<file path="src/rtl/mips_pkg.sv">
// ---------------------------------------------------------------------------
// mips_pkg
// Shared definitions for the execute-stage HI/LO unit:
//   - funct field codes for the HI/LO-writing instructions
//   - the decoder strobe value that means "write"
//   - the HI/LO unit FSM state type
// ---------------------------------------------------------------------------
package mips_pkg;

   localparam logic [5:0] FUNCT_MULT  = 6'h18;
   localparam logic [5:0] FUNCT_MULTU = 6'h19;
   localparam logic [5:0] FUNCT_DIV   = 6'h1A;
   localparam logic [5:0] FUNCT_DIVU  = 6'h1B;
   localparam logic [5:0] FUNCT_MTHI  = 6'h11;
   localparam logic [5:0] FUNCT_MTLO  = 6'h13;

   localparam logic [1:0] HILO_WRITE_EN = 2'b11;

   typedef enum logic [1:0] {
      IDLE    = 2'd0,
      DIV_RUN = 2'd1,
      DIV_FIX = 2'd2
   } muldiv_state_t;

endpackage

</file>
<file path="src/rtl/hilo_divider_core.sv">
// ---------------------------------------------------------------------------
// hilo_divider_core
// Iterative restoring divider working on operand magnitudes, one quotient
// bit per cycle, WIDTH cycles per divide. Sign correction is left to the
// caller, which receives the latched q_neg / r_neg flags.
//
// Ports:
//   clk, reset    clock, synchronous active-high reset
//   start_i       latch operands (magnitudes) and clear the step counter
//   run_i         perform one shift-subtract step this cycle
//   signed_i      operands are two's complement (DIV) rather than raw (DIVU)
//   dividend_i    dividend, sampled on start_i
//   divisor_i     divisor, sampled on start_i
//   done_o        high during the final step (counter = WIDTH-1)
//   q_o, r_o      unsigned quotient / remainder magnitudes
//   q_neg_o       quotient must be negated
//   r_neg_o       remainder must be negated
// ---------------------------------------------------------------------------
module hilo_divider_core #(
   parameter int WIDTH = 32
) (
   input  logic             clk,
   input  logic             reset,
   input  logic             start_i,
   input  logic             run_i,
   input  logic             signed_i,
   input  logic [WIDTH-1:0] dividend_i,
   input  logic [WIDTH-1:0] divisor_i,
   output logic             done_o,
   output logic [WIDTH-1:0] q_o,
   output logic [WIDTH-1:0] r_o,
   output logic             q_neg_o,
   output logic             r_neg_o
);

   localparam int CW = $clog2(WIDTH);
   localparam logic [CW-1:0] LAST_STEP = CW'(WIDTH - 1);

   logic [CW-1:0]    count_q, count_d;
   logic [WIDTH-1:0] rem_q, rem_d;
   logic [WIDTH-1:0] quot_q, quot_d;
   logic [WIDTH-1:0] dvsr_q, dvsr_d;
   logic             q_neg_q, q_neg_d;
   logic             r_neg_q, r_neg_d;

   logic             dvnd_neg, dvsr_neg;
   logic [WIDTH:0]   rem_sh;
   logic [WIDTH:0]   diff;

   assign dvnd_neg = signed_i & dividend_i[WIDTH-1];
   assign dvsr_neg = signed_i & divisor_i[WIDTH-1];

   // The quotient register starts out holding the dividend; its MSB is shifted
   // into the partial remainder each step while the new quotient bit enters at
   // the LSB. A divisor of zero makes every trial subtract succeed, which
   // yields q = all ones and r = dividend without any special case.
   assign rem_sh = {rem_q, quot_q[WIDTH-1]};
   assign diff   = rem_sh - {1'b0, dvsr_q};

   always_comb begin
      count_d = count_q;
      rem_d   = rem_q;
      quot_d  = quot_q;
      dvsr_d  = dvsr_q;
      q_neg_d = q_neg_q;
      r_neg_d = r_neg_q;
      if (start_i) begin
         count_d = '0;
         rem_d   = '0;
         quot_d  = dvnd_neg ? -dividend_i : dividend_i;
         dvsr_d  = dvsr_neg ? -divisor_i  : divisor_i;
         q_neg_d = dvnd_neg ^ dvsr_neg;
         r_neg_d = dvnd_neg;
      end else if (run_i) begin
         if (!diff[WIDTH]) begin
            rem_d  = diff[WIDTH-1:0];
            quot_d = {quot_q[WIDTH-2:0], 1'b1};
         end else begin
            rem_d  = rem_sh[WIDTH-1:0];
            quot_d = {quot_q[WIDTH-2:0], 1'b0};
         end
         if (count_q != LAST_STEP) begin
            count_d = count_q + 1'b1;
         end
      end
   end

   always_ff @(posedge clk) begin
      if (reset) begin
         count_q <= '0;
         rem_q   <= '0;
         quot_q  <= '0;
         dvsr_q  <= '0;
         q_neg_q <= 1'b0;
         r_neg_q <= 1'b0;
      end else begin
         count_q <= count_d;
         rem_q   <= rem_d;
         quot_q  <= quot_d;
         dvsr_q  <= dvsr_d;
         q_neg_q <= q_neg_d;
         r_neg_q <= r_neg_d;
      end
   end

   assign done_o  = run_i & (count_q == LAST_STEP);
   assign q_o     = quot_q;
   assign r_o     = rem_q;
   assign q_neg_o = q_neg_q;
   assign r_neg_o = r_neg_q;

endmodule

</file>
<file path="src/rtl/hilo_muldiv_unit.sv">
// ---------------------------------------------------------------------------
// hilo_muldiv_unit
// Execute-stage HI/LO unit. Owns the architectural HI and LO registers,
// performs MULT/MULTU in one cycle, DIV/DIVU over WIDTH+1 cycles through
// hilo_divider_core, and MTHI/MTLO in one cycle.
//
// Ports:
//   clk, reset          clock, synchronous active-high reset
//   clk_en              CPU advance enable; gates acceptance of new operations
//   funct               instruction funct field
//   HI_write, LO_write  decoder strobes, 2'b11 means write
//   hilo_read           current instruction is MFHI/MFLO
//   rs_data, rt_data    operands
//   hi, lo              HI / LO registers to the writeback mux
//   busy                divide in flight (DIV_RUN or DIV_FIX)
//   stall               CPU must hold the current instruction
//   state_o             FSM state, for observation
//
// Handshake: a request is accepted only at an edge where it is presented
// with clk_en high and busy low. While busy, any request (or an MFHI/MFLO
// read) raises stall combinationally and the CPU keeps re-presenting it.
// ---------------------------------------------------------------------------
module hilo_muldiv_unit
   import mips_pkg::*;
#(
   parameter int WIDTH = 32
) (
   input  logic             clk,
   input  logic             reset,
   input  logic             clk_en,
   input  logic [5:0]       funct,
   input  logic [1:0]       HI_write,
   input  logic [1:0]       LO_write,
   input  logic             hilo_read,
   input  logic [WIDTH-1:0] rs_data,
   input  logic [WIDTH-1:0] rt_data,
   output logic [WIDTH-1:0] hi,
   output logic [WIDTH-1:0] lo,
   output logic             busy,
   output logic             stall,
   output muldiv_state_t    state_o
);

   muldiv_state_t    state_q;
   logic [WIDTH-1:0] hi_q, lo_q;
   logic             busy_q;

   logic             hi_wr, lo_wr;
   logic             req_mul, req_div, req_mthi, req_mtlo;
   logic             mul_signed, div_signed;
   logic [2*WIDTH-1:0] mul_a, mul_b, product;

   logic             div_start, div_run, div_done;
   logic [WIDTH-1:0] div_q, div_r;
   logic             div_q_neg, div_r_neg;

   // ---------------- request decode ----------------
   assign hi_wr    = clk_en & (HI_write == HILO_WRITE_EN);
   assign lo_wr    = clk_en & (LO_write == HILO_WRITE_EN);
   assign req_mul  = hi_wr & lo_wr & ((funct == FUNCT_MULT) | (funct == FUNCT_MULTU));
   assign req_div  = hi_wr & lo_wr & ((funct == FUNCT_DIV)  | (funct == FUNCT_DIVU));
   assign req_mthi = hi_wr & (funct == FUNCT_MTHI);
   assign req_mtlo = lo_wr & (funct == FUNCT_MTLO);

   assign mul_signed = (funct == FUNCT_MULT);
   assign div_signed = (funct == FUNCT_DIV);

   assign stall = busy_q & (hilo_read | req_mul | req_div | req_mthi | req_mtlo);

   // ---------------- multiplier ----------------
   // Extending both operands to 2*WIDTH and keeping the low 2*WIDTH bits of
   // the product gives the correct signed or unsigned result.
   assign mul_a   = mul_signed ? {{WIDTH{rs_data[WIDTH-1]}}, rs_data} : {{WIDTH{1'b0}}, rs_data};
   assign mul_b   = mul_signed ? {{WIDTH{rt_data[WIDTH-1]}}, rt_data} : {{WIDTH{1'b0}}, rt_data};
   assign product = mul_a * mul_b;

   // ---------------- divider ----------------
   assign div_start = (state_q == IDLE) & req_div;
   assign div_run   = (state_q == DIV_RUN);

   hilo_divider_core #(
      .WIDTH(WIDTH)
   ) u_div (
      .clk        (clk),
      .reset      (reset),
      .start_i    (div_start),
      .run_i      (div_run),
      .signed_i   (div_signed),
      .dividend_i (rs_data),
      .divisor_i  (rt_data),
      .done_o     (div_done),
      .q_o        (div_q),
      .r_o        (div_r),
      .q_neg_o    (div_q_neg),
      .r_neg_o    (div_r_neg)
   );

   // ---------------- FSM and HI/LO registers ----------------
   always_ff @(posedge clk) begin
      if (reset) begin
         state_q <= IDLE;
         hi_q    <= '0;
         lo_q    <= '0;
         busy_q  <= 1'b0;
      end else begin
         case (state_q)
            IDLE: begin
               if (req_mul) begin
                  {hi_q, lo_q} <= product;
               end else if (req_div) begin
                  state_q <= DIV_RUN;
                  busy_q  <= 1'b1;
               end else begin
                  if (req_mthi) hi_q <= rs_data;
                  if (req_mtlo) lo_q <= rs_data;
               end
            end
            DIV_RUN: begin
               // Steps advance regardless of clk_en so a divide always
               // finishes in a fixed number of cycles.
               if (div_done) state_q <= DIV_FIX;
            end
            DIV_FIX: begin
               lo_q    <= div_q_neg ? -div_q : div_q;
               hi_q    <= div_r_neg ? -div_r : div_r;
               state_q <= IDLE;
               busy_q  <= 1'b0;
            end
            default: begin
               state_q <= IDLE;
               busy_q  <= 1'b0;
            end
         endcase
      end
   end

   assign hi      = hi_q;
   assign lo      = lo_q;
   assign busy    = busy_q;
   assign state_o = state_q;

endmodule

</file>
<file path="config.mk">
export PLATFORM = sky130hd
export DESIGN_NAME = hilo_muldiv_unit
export DESIGN_NICKNAME = d
export VERILOG_FILES = /design/src/rtl/mips_pkg.sv /design/src/rtl/hilo_divider_core.sv /design/src/rtl/hilo_muldiv_unit.sv
export SDC_FILE = /design/constraint.sdc
export NUM_CORES = 2
export LEC_CHECK = 0
export BUFFER_PORTS_ARGS = -buffer_cell sky130_fd_sc_hd__buf_2
export CORE_MARGIN = 3
export CORE_UTILIZATION = 42
export CTS_CLUSTER_DIAMETER = 200
export DETAILED_ROUTE_END_ITERATION = 7
export GPL_ROUTABILITY_DRIVEN = 1
export PLACE_DENSITY = 0.66
export SYNTH_ARGS = -nofsm -noshare
export SYNTH_HDL_FRONTEND = slang
export SYNTH_SLANG_ARGS = --single-unit
</file>
<file path="constraint.sdc">
create_clock -name clk -period 11.8 [get_ports clk]
set_input_delay 0.59 -clock clk [delete_from_list [all_inputs] [get_ports clk]]
set_output_delay 0.59 -clock clk [all_outputs]
set_load 0.01 [all_outputs]
</file>
# After elaboration in Yosys (flattened, before gate mapping)

Cells that the tools add are included.

Add/subtract/negate cells: 6
Multipliers: 1
Equality and inequality tests: 18
Multiplexer cells: 25
Bitwise operators: 20
Reductions and logical operators: 9

Operators with widths:

| operator              | number |
|---|---|
| $mux W32              | 13 |
| $mux W64              | 2 |
| $neg A32 Y32          | 4 |
| $pmux W32 S2          | 2 |
| $mul A64 B64 Y64      | 1 |
| $eq A6 B5 Y1 const B  | 6 |
| $sub A33 B32 Y33      | 1 |
| $and A1 B1 Y1         | 12 |
| $reduce_and A3 Y1     | 4 |
| $ne A3 B3 Y1 const B  | 3 |
| $eq A2 B2 Y1 const B  | 3 |
| $mux W2               | 3 |
| $ne A2 B2 Y1 const B  | 3 |
| $or A1 B1 Y1          | 6 |
| $add A5 B1 Y5 const B | 1 |
| $eq A5 B5 Y1 const B  | 1 |
| $ne A5 B5 Y1 const B  | 1 |
| $pmux W2 S2           | 1 |
| $reduce_bool A2 Y1    | 2 |
| $mux W1               | 3 |
| $eq A2 B1 Y1 const B  | 1 |
| $logic_not A2 Y1      | 1 |
| $pmux W1 S2           | 1 |
| $reduce_and A2 Y1     | 1 |
| other kinds (3)       | 3 |

Register bits after elaboration: 170
Input bits: 78
Output and inout bits: 68

# Longest topological paths before layout

Word-level depth: 9
Mapped depth: 36

# Hierarchy

From an unflattened synthesis, not the netlist that was laid out.

Cell total of the unflattened synthesis: 6,678
Area total of the unflattened synthesis: 59,313.1 um^2

Modules (own cells, without submodules):

| module            | times used | cells each | area an instance (um^2) | sequential area each (um^2) |
|---|---|---|---|---|
| hilo_muldiv_unit  | 1          | 5,760      | 52,047.4                | 1,341.3 |
| hilo_divider_core | 1          | 918        | 7,265.7                 | 2,062.0 |

# Least setup slack after synthesis

Ideal clock, no wire load.

Kind: input-to-reg
From: input funct[0]
To: register hi_q[29], in the netlist hi[29]
Arrival: 9.767 ns
Data required time: 11.663 ns
Setup slack: 1.895 ns
Stages: 30
Buffers on the path: 3
Cell sequence: nor4b_1 and4b_1 clkbuf_1 clkbuf_1 nand2_1 fa_1 inv_1 fa_1 fa_1 inv_1 fa_1 inv_1 fa_1 fa_1 fa_1 fa_1 fa_1 inv_1 fa_1 inv_1 ha_1 clkbuf_1 nand2_1 nor2_1 nand3_1 o41ai_1 a31oi_1 o311ai_1 mux2i_1 a21oi_1

Word-level cells in the longest chain between the ends: 5
Elaborated cells between the ends (all ways): 18
Classes of those cells: mul: 1; eq/ne: 7; mux: 4; bitwise: 5; reduce/logical: 1

Ends and longest elaborated chain:

| item                                                     | RTL line                                                               | text |
|---|---|---|
| start: declaration                                       | hilo_muldiv_unit.sv:31                                                 | `input logic [5:0] funct,` |
| $eq A6 B5 Y1, on equally long branches                   | hilo_muldiv_unit.sv:60, hilo_muldiv_unit.sv:65, hilo_muldiv_unit.sv:61 |  |
| $mux W64 (tied with other cells)                         | hilo_muldiv_unit.sv:73                                                 | `assign mul_a = mul_signed ? {{WIDTH{rs_data[WIDTH-1]}}, rs_data} : {{WIDTH{1'b0}}, rs_data};` |
| $mul A64 B64 Y64 (tied with other cells)                 | hilo_muldiv_unit.sv:75                                                 | `assign product = mul_a * mul_b;` |
| $mux W32 / $ne A3 B3 Y1 (equally long branches)          | --                                                                     |  |
| $pmux W32 S2 / $reduce_and A3 Y1 (equally long branches) | --                                                                     |  |
| end signal: assignment                                   | hilo_muldiv_unit.sv:109                                                | `{hi_q, lo_q} <= product;` |
| end signal: assignment                                   | hilo_muldiv_unit.sv:114                                                | `if (req_mthi) hi_q <= rs_data;` |
| end signal: assignment                                   | hilo_muldiv_unit.sv:125                                                | `hi_q <= div_r_neg ? -div_r : div_r;` |
| end: declaration                                         | hilo_muldiv_unit.sv:45                                                 | `logic [WIDTH-1:0] hi_q, lo_q;` |

Several ways; a longest one is shown, not always the timed one.
A chain may end at the register's enable or synchronous reset.

# Final worst setup path

From: input funct[0]
To: register hi_q[16], in the netlist hi[16]

Same word-level chain as after synthesis.

==> results.sh <==
export IMPL_ys_warn_count=0
export IMPL_status="completed"
export IMPL_crit_required_ps=12130
export IMPL_clockBufferDepth=2
export IMPL_post_dp_hpwl_mm=153
export IMPL_ctsRootBufferMaster="clkbuf_16"
export IMPL_rows=137
export IMPL_cts_buffers=17
export IMPL_design_core_area_sq_um=140000
export IMPL_critical_path_class="input port to flop"
export IMPL_finClkSkew_ps=10.8
export IMPL_cts_htree_levels=4
export IMPL_yosys_area_top_type="fa_1"
export IMPL_crit_path_end_kind="flop"
export IMPL_synthDistinctLibCells=76
export IMPL_min_period_ps=10420
export IMPL_grt_pass1_vias=49069
export IMPL_cts_tree="yes"
export IMPL_cpPeakStageDelay_ps=840
export IMPL_finalSetupTns_ps=0
export IMPL_cts_setup_buffers=0
export IMPL_crit_top_cell="fa_1"
export IMPL_ctsResizeCount=0
export IMPL_worstSetupStartpointType="input port"
export IMPL_seq_area_frac_synth_pct=5.74
export IMPL_syn_nets=8569
export IMPL_num_vias=45597
export IMPL_clk_pin_slew_worst_paths_ps=70
export IMPL_holdPathStages=2
export IMPL_chipHeight_um=382
export IMPL_io_pin_count=146
export IMPL_die_area_sq_um=146000
export IMPL_synth_edf_count=0
export IMPL_avgSynthCellArea_sq_um=8.81
export IMPL_drive_gt1_share_pct=4.46
export IMPL_rsz0062_at_grt="no"
export IMPL_hp_class="flop to flop"
export IMPL_slowest_stage="fa_1"
export IMPL_slew_headroom_pct=25.5
export IMPL_netlist_top_cells_area="fa_1 48%, inv_1 10%, ha_1 7.3%"
export IMPL_pre_cts_slack_ps=935
export IMPL_antenna_found_initial=7
export IMPL_rr_worst_depth=15
export IMPL_drc=0
export IMPL_ys_flop_type="dfxtp_1"
export IMPL_routed_wl_mm=186
export IMPL_viasPerCell=5.38
export IMPL_maxCapViolCount=0
export IMPL_initial_core_util_pct=42.4
export IMPL_synthArstFlopShare_pct=0
export IMPL_grt_overflow=0
export IMPL_timing_fmax_mhz=95.9
export IMPL_clock_sinks=170
export IMPL_track_usage_pct=26.0
export IMPL_syn_inst=6725
export IMPL_grt_start_max_net_pins=91
export IMPL_yosysTopAreaCellShare_pct=48.0
export IMPL_drt_iter0_drc=3536
export IMPL_synth_seq_cells=170
export IMPL_tightest_slew_ps=1120
export IMPL_setup_viol=0
export IMPL_synth_area_sq_um=59300
export IMPL_place_gp_congestion=0.965
export IMPL_dr_pass1_iters=6
export IMPL_postLayoutSetupSlackWorst_ps=1380
export IMPL_grt_pass1_wl_mm=291
export IMPL_die_x_um=382
export IMPL_slew_viol_final=0
export IMPL_min_period_over_period_pct=88.3
export IMPL_clock_latency_ps=450
export IMPL_wl_per_cell_um=22.0
export IMPL_cp_arrival_ps=10750
export IMPL_io_buffers=145
export IMPL_n_fill_cell=13567
export IMPL_ctsHoldBuffers=0
export IMPL_fin_nets=8423
export IMPL_area_growth_pct=4.92
export IMPL_cp_max_fo=31
export IMPL_ant_nets=0
export IMPL_hold_viol=0
[cell families after synthesis]
group	count (synthesis)	share of synthesized area, %
compound gates	736	8.22
mux	27	0.460
flops	170	5.74
xor+xnor	261	3.86
fa+ha+maj	1769	55.3
buf+inv	1994	12.6
simple gates	1768	13.8
[layout by cell type, fill, tap and decap left out, types with 6 or more instances in the layout]
| cell | count |
|---|---|
| o41ai_1 | 17 |
| a2111oi_0 | 20 |
| nor3_1 | 52 |
| a211oi_1 | 52 |
| nor2b_1 | 13 |
| nand4b_1 | 6 |
| fa_1 | 1420 |
| a31oi_1 | 26 |
| nand2b_1 | 20 |
| nand2_1 | 966 |
| mux2i_1 | 25 |
| ha_1 | 346 |
| a31o_2 | 6 |
| nand4_1 | 25 |
| o21a_1 | 17 |
| a221oi_1 | 6 |
| o211ai_1 | 20 |
| nand3_1 | 32 |
| o21ai_0 | 133 |
| a311oi_1 | 41 |
| o21bai_1 | 22 |
| or3_1 | 16 |
| buf_2 | 144 |
| o22ai_1 | 16 |
| or4_1 | 17 |
| xnor2_1 | 146 |
| nor2_1 | 195 |
| nor4_1 | 13 |
| inv_1 | 1597 |
| a21o_1 | 68 |
| a21oi_1 | 188 |
| clkbuf_16 | 17 |
| o311ai_0 | 10 |
| and2_1 | 355 |
| o31ai_1 | 42 |
| and3_1 | 23 |
| xor2_1 | 115 |
| dfxtp_1 | 170 |
| buf_4 | 87 |
[Yosys cell counts (all sizes together), types with 23 or more instances]
cell type and instances:
a31oi 26, nand4 25, nor3 54, a311oi 42, o21ai 138, o31ai 42, nand3 32, mux2i 25
nor2 195, and2 357, clkbuf 334, dfxtp 170, a21oi 188, and3 23, nand2 966, a21o 68
inv 1597, xor2 115, ha 346, buf 62, xnor2 146, a211oi 52, fa 1420
[metal layers]
| metal | vias to the layer above | track usage (%) | share of wire, % |
|---|---|---|---|
| li1 | 19840 | - | - |
| met1 | 23392 | 34.1 | 40 |
| met2 | 1969 | 41.8 | 45 |
| met3 | 394 | 5.49 | 9.5 |
| met4 | 2 | 11.2 | 5.1 |
| met5 | - | 0 | 0.0070 |
[stage by stage]
step / cell area (sq um) / std cells / util (%) / hold slack [ps]
after global placement: 61500 / 8436 / 44.0 / 443
after global routing: 62200 / 8469 / 44.5 / 490
after CTS: 62200 / 8468 / 44.5 / 465
after floorplan: 59300 / 6725 / - / 432
after detailed placement: 61500 / 8436 / 44.0 / 456
final: 62200 / 8470 / 44.5 / 467
[layout make-up]
class,instances,area [sq um],share of cell area [%]
multi-input cells,4561,48400,77.9
inverters,1598,6000,9.64
flip-flops and latches,170,3400,5.47
well taps,1876,2350,3.77
repair buffers,231,1370,2.21
clock buffers,19,453,0.728
clock inverters,13,188,0.302
diodes,2,5.00,0.00805
[worst paths after layout]
check | start | endpoint | slack, ps
hold / removal | u_div.dvsr_q[0] | u_div.dvsr_q[0] | 470
setup / recovery | funct[0] | hi[16] | 1380
hold reg to reg | u_div.dvsr_q[0] | u_div.dvsr_q[0] | 470
setup reg to reg | u_div.q_o[31] | u_div.r_o[14] | 7530
[state kept, by name, summed over array words and instances, names as in the netlist]
register and flops:
u_div.dvsr_q 32, u_div.q_o 32, u_div.q_neg_o 1, u_div.r_o 32
state_o 2, busy 1, u_div.r_neg_o 1, lo 32
u_div.count_q 5, hi 32
[worst max-delay path, delay by kind of cell]
family / cells / cell delay [ps]
adders and majority gates: 11 / 5970
and+or+nand+nor: 6 / 1370
AOI/OAI and AO/OA: 5 / 1430
buffers and inverters: 7 / 1110
xor gates and xnor gates: 1 / 190
Power is left out: the tool's default activity adds up to more than one toggle a clock period on the data nets, which glitch-free logic cannot reach.
